### src/rtl/ram_arbiter_if.sv
// Bundle of the two requester ports and the byte-wide RAM port shared by
// ram_arbiter. The slave modport is the arbiter's view; master is the
// view of whatever drives the requests and models the RAM.
interface ram_arbiter_if;
  // instruction-fetch requester
  logic        if_req;
  logic [31:0] if_addr;
  logic        if_grant;
  logic        if_done;
  logic [31:0] if_data;

  // load/store requester
  logic        ls_req;
  logic        ls_we;
  logic [1:0]  ls_size;
  logic [31:0] ls_addr;
  logic [31:0] ls_wdata;
  logic        ls_grant;
  logic        ls_done;
  logic [31:0] ls_rdata;

  // fetch kill
  logic        flush;

  // byte-wide RAM port
  logic [31:0] ram_a;
  logic [7:0]  ram_dout;
  logic        ram_wr;
  logic [7:0]  ram_din;

  modport slave (
    input  if_req, if_addr, ls_req, ls_we, ls_size, ls_addr, ls_wdata,
           flush, ram_din,
    output if_grant, if_done, if_data, ls_grant, ls_done, ls_rdata,
           ram_a, ram_dout, ram_wr
  );

  modport master (
    output if_req, if_addr, ls_req, ls_we, ls_size, ls_addr, ls_wdata,
           flush, ram_din,
    input  if_grant, if_done, if_data, ls_grant, ls_done, ls_rdata,
           ram_a, ram_dout, ram_wr
  );
endinterface

### src/rtl/ram_arbiter.sv
// Shares one byte-wide RAM port between instruction fetch (IF) and
// load/store (LS). LS has priority; after StarveLimit consecutive LS grants
// taken while a fetch was waiting, the fetch is forced through. Each grant
// is split into 1, 2 or 4 byte-serial RAM cycles; read bytes are assembled
// little-endian and returned with a one-cycle done pulse. Every output is a
// register.
module ram_arbiter #(
  parameter int StarveLimit = 4
) (
  input  logic         clk,
  input  logic         rst,
  ram_arbiter_if.slave bus
);

  typedef enum logic [1:0] {
    IDLE,
    RD,
    WR
  } state_t;

  state_t      state;
  logic [2:0]  cnt;
  logic [2:0]  starve;
  logic [2:0]  nbytes;
  logic        owner_ls;
  logic [31:0] wdata_q;
  logic [31:0] asm_q;

  logic        starved;
  logic        if_win;
  logic        ls_win;
  logic        if_kill;
  logic        last_byte;
  logic [31:0] asm_next;

  // Byte count of a load/store; size 10 and 11 both mean a full word.
  function automatic logic [2:0] size_to_n(input logic [1:0] size);
    case (size)
      2'b00:   return 3'd1;
      2'b01:   return 3'd2;
      default: return 3'd4;
    endcase
  endfunction

  // Replace byte lane idx of a word (lane k = bits [8k+7:8k]).
  function automatic logic [31:0] put_byte(input logic [31:0] word,
                                           input logic [1:0]  idx,
                                           input logic [7:0]  b);
    logic [31:0] r;
    r = word;
    r[{idx, 3'b000} +: 8] = b;
    return r;
  endfunction

  // Extract byte lane idx of a word.
  function automatic logic [7:0] get_byte(input logic [31:0] word,
                                          input logic [1:0]  idx);
    return word[{idx, 3'b000} +: 8];
  endfunction

  // Arbitration: LS first unless the fetch has been starved to the limit.
  // A fetch is never accepted while flush is high; LS may still go then.
  assign starved  = (starve == 3'(StarveLimit));
  assign if_win   = bus.if_req && !bus.flush && (!bus.ls_req || starved);
  assign ls_win   = bus.ls_req && !if_win;

  // Flush only ever kills a read owned by the fetch side.
  assign if_kill  = (state == RD) && !owner_ls && bus.flush;

  // cnt counts edges since the grant edge, minus one. In RD, ram_din at
  // edge cnt carries byte cnt-1 (one cycle of RAM latency behind ram_a).
  assign last_byte = (cnt + 3'd1 >= nbytes);
  assign asm_next  = put_byte(asm_q, 2'(cnt - 3'd1), bus.ram_din);

  // Control FSM, grant/done pulses, RAM port and returned data words.
  always_ff @(posedge clk or negedge rst) begin
    if (!rst) begin
      state        <= IDLE;
      cnt          <= 3'd0;
      starve       <= 3'd0;
      nbytes       <= 3'd0;
      owner_ls     <= 1'b0;
      bus.if_grant <= 1'b0;
      bus.if_done  <= 1'b0;
      bus.if_data  <= 32'd0;
      bus.ls_grant <= 1'b0;
      bus.ls_done  <= 1'b0;
      bus.ls_rdata <= 32'd0;
      bus.ram_a    <= 32'd0;
      bus.ram_dout <= 8'd0;
      bus.ram_wr   <= 1'b0;
    end else begin
      bus.if_grant <= 1'b0;
      bus.ls_grant <= 1'b0;
      bus.if_done  <= 1'b0;
      bus.ls_done  <= 1'b0;
      case (state)
        IDLE: begin
          if (if_win) begin
            bus.if_grant <= 1'b1;
            owner_ls     <= 1'b0;
            nbytes       <= 3'd4;
            bus.ram_a    <= bus.if_addr;
            cnt          <= 3'd0;
            starve       <= 3'd0;
            state        <= RD;
          end else if (ls_win) begin
            bus.ls_grant <= 1'b1;
            owner_ls     <= 1'b1;
            nbytes       <= size_to_n(bus.ls_size);
            bus.ram_a    <= bus.ls_addr;
            cnt          <= 3'd0;
            if (bus.if_req && !starved) begin
              starve <= starve + 3'd1;
            end
            if (bus.ls_we) begin
              bus.ram_wr   <= 1'b1;
              bus.ram_dout <= bus.ls_wdata[7:0];
              state        <= WR;
            end else begin
              state <= RD;
            end
          end
        end

        RD: begin
          if (if_kill) begin
            state <= IDLE;
          end else begin
            cnt <= cnt + 3'd1;
            if (!last_byte) begin
              bus.ram_a <= bus.ram_a + 32'd1;
            end
            if (cnt == nbytes) begin
              state <= IDLE;
              if (owner_ls) begin
                bus.ls_done  <= 1'b1;
                bus.ls_rdata <= asm_next;
              end else begin
                bus.if_done <= 1'b1;
                bus.if_data <= asm_next;
              end
            end
          end
        end

        WR: begin
          cnt <= cnt + 3'd1;
          if (!last_byte) begin
            bus.ram_a    <= bus.ram_a + 32'd1;
            bus.ram_dout <= get_byte(wdata_q, 2'(cnt + 3'd1));
          end else begin
            bus.ram_wr  <= 1'b0;
            bus.ls_done <= 1'b1;
            state       <= IDLE;
          end
        end

        default: begin
          state <= IDLE;
        end
      endcase
    end
  end

  // Data-only registers: store data latched at grant, read bytes assembled
  // as they arrive. Cleared in IDLE so short loads come back zero-extended.
  always_ff @(posedge clk) begin
    if (state == IDLE) begin
      asm_q <= 32'd0;
      if (ls_win) begin
        wdata_q <= bus.ls_wdata;
      end
    end else if (state == RD && cnt != 3'd0) begin
      asm_q <= asm_next;
    end
  end

endmodule

### src/flat_wrapper.sv
// flat-port wrapper written by rule: the top's interface ports become plain ports
module ram_arbiter_flat 
#(
  parameter int StarveLimit = 4
)
  (clk, rst, bus_if_req, bus_if_addr, bus_ls_req, bus_ls_we, bus_ls_size, bus_ls_addr, bus_ls_wdata, bus_flush, bus_ram_din, bus_if_grant, bus_if_done, bus_if_data, bus_ls_grant, bus_ls_done, bus_ls_rdata, bus_ram_a, bus_ram_dout, bus_ram_wr);
  ram_arbiter_if bus_i ();
  input  logic clk;
  input  logic rst;
  input wire logic [$bits(bus_i.if_req)-1:0] bus_if_req;
  input wire logic [$bits(bus_i.if_addr)-1:0] bus_if_addr;
  input wire logic [$bits(bus_i.ls_req)-1:0] bus_ls_req;
  input wire logic [$bits(bus_i.ls_we)-1:0] bus_ls_we;
  input wire logic [$bits(bus_i.ls_size)-1:0] bus_ls_size;
  input wire logic [$bits(bus_i.ls_addr)-1:0] bus_ls_addr;
  input wire logic [$bits(bus_i.ls_wdata)-1:0] bus_ls_wdata;
  input wire logic [$bits(bus_i.flush)-1:0] bus_flush;
  input wire logic [$bits(bus_i.ram_din)-1:0] bus_ram_din;
  output wire logic [$bits(bus_i.if_grant)-1:0] bus_if_grant;
  output wire logic [$bits(bus_i.if_done)-1:0] bus_if_done;
  output wire logic [$bits(bus_i.if_data)-1:0] bus_if_data;
  output wire logic [$bits(bus_i.ls_grant)-1:0] bus_ls_grant;
  output wire logic [$bits(bus_i.ls_done)-1:0] bus_ls_done;
  output wire logic [$bits(bus_i.ls_rdata)-1:0] bus_ls_rdata;
  output wire logic [$bits(bus_i.ram_a)-1:0] bus_ram_a;
  output wire logic [$bits(bus_i.ram_dout)-1:0] bus_ram_dout;
  output wire logic [$bits(bus_i.ram_wr)-1:0] bus_ram_wr;
  assign bus_i.if_req = bus_if_req;
  assign bus_i.if_addr = bus_if_addr;
  assign bus_i.ls_req = bus_ls_req;
  assign bus_i.ls_we = bus_ls_we;
  assign bus_i.ls_size = bus_ls_size;
  assign bus_i.ls_addr = bus_ls_addr;
  assign bus_i.ls_wdata = bus_ls_wdata;
  assign bus_i.flush = bus_flush;
  assign bus_i.ram_din = bus_ram_din;
  assign bus_if_grant = bus_i.if_grant;
  assign bus_if_done = bus_i.if_done;
  assign bus_if_data = bus_i.if_data;
  assign bus_ls_grant = bus_i.ls_grant;
  assign bus_ls_done = bus_i.ls_done;
  assign bus_ls_rdata = bus_i.ls_rdata;
  assign bus_ram_a = bus_i.ram_a;
  assign bus_ram_dout = bus_i.ram_dout;
  assign bus_ram_wr = bus_i.ram_wr;
  ram_arbiter #(.StarveLimit(StarveLimit)) u_core (.clk(clk), .rst(rst), .bus(bus_i));
endmodule
### config.mk
export PLATFORM = sky130hd
export DESIGN_NAME = ram_arbiter_flat
export DESIGN_NICKNAME = d
export VERILOG_FILES = /design/src/rtl/ram_arbiter_if.sv /design/src/rtl/ram_arbiter.sv /design/src/flat_wrapper.sv
export SDC_FILE = /design/constraint.sdc
export NUM_CORES = 1
export LEC_CHECK = 0
export BUFFER_PORTS_ARGS = -buffer_cell sky130_fd_sc_hd__buf_2
export CAP_MARGIN = 30
export CELL_PAD_IN_SITES_DETAIL_PLACEMENT = 1
export CELL_PAD_IN_SITES_GLOBAL_PLACEMENT = 1
export CORE_MARGIN = 10
export CORE_UTILIZATION = 25
export CTS_CLUSTER_DIAMETER = 80
export CTS_CLUSTER_SIZE = 24
export DETAILED_ROUTE_END_ITERATION = 16
export GPL_ROUTABILITY_DRIVEN = 0
export PLACE_DENSITY = 0.54
export SLEW_MARGIN = 20
export SYNTH_ARGS = -nofsm -noshare
export SYNTH_HDL_FRONTEND = slang
export SYNTH_SLANG_ARGS = --single-unit
### constraint.sdc
create_clock -name clk -period 7.5 [get_ports clk]
set_clock_uncertainty 0.2 [all_clocks]
set_input_delay 0.75 -clock clk [delete_from_list [all_inputs] [get_ports clk]]
set_output_delay 0.75 -clock clk [all_outputs]
set_load 0.01 [all_outputs]
==> summary.md <==
| Metric | Value |
|---|---|
| Cell area after synthesis | 8710 µm² |
| Vias post-DR | 7,294 |
| Final Util | 31.5% |
| Area of the multi-input gates | 3800 µm² |
| Placed Area | 10,300 µm² |
| Routed WL | 29.8 mm |
| Starting Density | 25.3% |
| Number of flops mapped to enable cells by yosys | 32 |
| Number of cell rows | 68 |
| FMAX | 265 MHz |
| Largest family of logic cells by synthesized area | compound AO/OA/AOI/OAI gates |
| Storage cell area | 4630 µm² |
| Worst Tran Pin Value | 948 ps |
| Synth-to-Final Area Change | 24.7% |
| TritonRoute pass-1 iters | 4 |
| # IOs | 221 |
| Syn_area_per_cell | 10.0 µm² |
| Die ar. | 42,700 µm² |
| Worst path max stage delay | 580 ps |
| Placed Instances | 1,501 |
| RSZ-0062 raised after global routing | no |
| CTS buffer count | 17 |
| CTS Root Cell | clkbuf_16 |
| Startpoint types | register |
| Slowest cell on the critical path | ha_1 |
| Worst EP arrival | 3910 ps |
| Compound-Gate Fraction of Synth Area | 18.4% |
| Syn nets | 998 |
| Max cap viols | 0 |
| # Post-CTS Setup Buffers | 0 |
| Area share of fa/ha/maj cells after synthesis | 2.30% |
| Die W | 207 µm |
| CP Capture Type | register |
| Fin crit share | 50.3% |
| Vert. Die Dim | 207 µm |
| Leading area contributor after synthesis | dfrtp_1 |
| Max-slew headroom | 36.3% |
| Vias in the first global route | 7,843 |
| Crit path time final | 3780 ps |
| H-Tree Level Count | 4 |
| Library cells used by synthesis | 57 |
| Final worst hold slack | 122 ps |
| DRT antenna net count | 0 |
| Main flop type after synthesis | dfrtp_1 |
| Pwr/cell area | 388 nW/µm² |
| Hold Buf Count CTS | 0 |
| Place WS | 3250 ps |
| GRT Util Overall | 14.0% |
| Power, Total | 4.21 mW |
| Grt ovf | 0 |
| Multiplexer share of the synthesized area | 6.55% |
| Top cell type's share of synthesized area | 34.8% |
| Drt drc | 0 |
| Required time worst endpoint | 7640 ps |
| Resize count post-CTS | 0 |
| CTS tree | done |
| TNS Setup | 0 ps |
| Global-route wire length before repair | 46.5 mm |
| Worst hold path class | input port to async pin |
| Gate Count Post-Synth | 870 |
| 1st-iter DRT viols | 313 |
| Ranking of synthesized cells by area | dfrtp_1, edfxtp_1, dfxtp_1 |
| Maximum vdd drop | 0.187 mV |
| Share of flip-flops with an asynchronous set or reset | 65.4% |
| #FFs+latches synth | 185 |
| Routed WL per cell | 19.4 µm |
| Post-layout instance area | 10,900 µm² |
| Final setup vio count | 0 |
| Final Hold Fails | 0 |
| Layout cells sized above 1 | 29.0% |
| Sequential cell area fraction in the yosys report | 53.2% |
| Post-Synth XOR/XNOR Area | 0.201% |
| Most common cell after layout, fill and taps aside | buf_2 |
| Simple-gate share of the synthesized area | 15.9% |
| Maximum root-to-sink buffer count | 2 |
| Clock Latency Late Sink | 460 ps |
| Number of vias per cell | 4.75 |
| CP top delay family | compound AO/OA/AOI/OAI gates |
| CP max FO | 14 |
| Largest net degree at the start of global routing | 77 |
| IO Port Bufs | 220 |
| CTS clk-pin slew, worst paths | 80 ps |
| Initial antenna violation count | 5 |
| Ordered cell list for the critical path | buf_8 -> inv_1 -> ha_1 -> ha_1 -> nand2_1 -> o21ai_1 -> a21o_1 -> buf_8 -> buf_6 -> o32ai_1 -> a211o_1 |
| Core area | 34,500 µm² |
| Final worst slack | 3720 ps |
| Outcome | finished, final reports clean |
| Worst Path Buf+Inv | 4 |
| Final #Nets | 1,194 |
| Syn. warnings | 0 |
| Final HPWL DP | 21.7 mm |
| Pins Over Slew Limit | 0 |
| Most frequent cells in the layout | buf_2, nand2_1, dfrtp_1, o21ai_0, a21oi_1 |
| Fillers | 4,018 |
| # clock sinks | 185 |
| Lkg Pwr | 4.63 nW |
| Worst Setup Path Type | register to register |
| Non-Filler Instances | 1,535 |
-- flip-flops by register name, summed over array words and instances, names as in the netlist, 2 cells and up --
register,cells
u_core.bus.if_data,32
u_core.bus.ram_dout,8
u_core.bus.ls_rdata,32
u_core.cnt,3
u_core.starve,3
u_core.asm_q,32
u_core.nbytes,3
u_core.wdata_q,32
u_core.state,2
u_core.bus.ram_a,32
-- cell usage after synthesis (7+ instances only) --
master,n
nand2_1,125
dfrtp_1,121
o21ai_0,86
a21oi_1,65
nor2_1,52
clkbuf_1,42
a22oi_1,41
dfxtp_1,32
edfxtp_1,32
nor2b_1,28
nand3_1,26
mux2_2,24
ha_1,16
inv_1,16
a2bb2oi_1,14
nand4_1,14
o22ai_1,13
buf_2,12
mux2i_1,12
mux4_2,8
and3_1,7
nand2b_1,7
-- worst reg2reg max path, delay by kind of cell, from the launching register on --
kind	cells	cell delay, ps
fa+ha+maj	2	990
buf+inv	4	720
simple gates	1	70
compound gates	4	1150
flops	1	530
-- final timing paths --
kind	startpoint	endpoint	slack, ps	depth (start not counted)
max	u_core.cnt[0]	u_core.bus.ram_a[31]	3720	11
min	rst	u_core.bus.if_data[12]	120	1
max reg2reg	u_core.cnt[0]	u_core.bus.ram_a[31]	3720	11
min reg2reg	u_core.bus.if_data[1]	u_core.bus.if_data[1]	270	2
max in group asynchronous	rst	u_core.bus.ram_a[22]	5780	2
min in group clk	bus_ls_wdata[8]	u_core.wdata_q[8]	270	1
-- where the power goes --
group          leakage (nW)  internal (mW)  switching [mW]
Clock                 0.273          0.449           0.449
Sequential             2.04           1.31           0.256
Combinational          2.32          0.677            1.08
-- metal layers --
metal / part of all wire, % / track usage, % / vias up / routed length (µm)
li1: - / - / 3557 / -
met1: 44 / 17.7 / 3555 / 13100
met2: 48 / 22.4 / 143 / 14300
met4: 1.4 / 4.22 / 8 / 424
met3: 6.6 / 4.57 / 31 / 1970
met5: 0.15 / 0 / - / 44
-- kinds of logic (layout without fill, tap and decap cells) --
| family | count (synthesis) | count (layout) |
|---|---|---|
| AOI/OAI and AO/OA | 261 | 261 |
| muxes | 44 | 44 |
| adders and majority gates | 16 | 16 |
| and+or+nand+nor | 288 | 288 |
| xor gates and xnor gates | 2 | 2 |
| DFF | 185 | 185 |
| buffers and inverters | 74 | 283 |
| other | 0 | 1 |
-- area by class of cell --
type,count,share of cell area [%]
multi-input cells,611,35.0
inverters,17,0.588
well taps,455,5.24
clock inverters,14,1.21
clock buffers,18,4.04
repair buffers,234,11.3
flip-flops and latches,185,42.6
diodes,1,0.0230
Note: power is estimated with default switching activity, not from simulation.
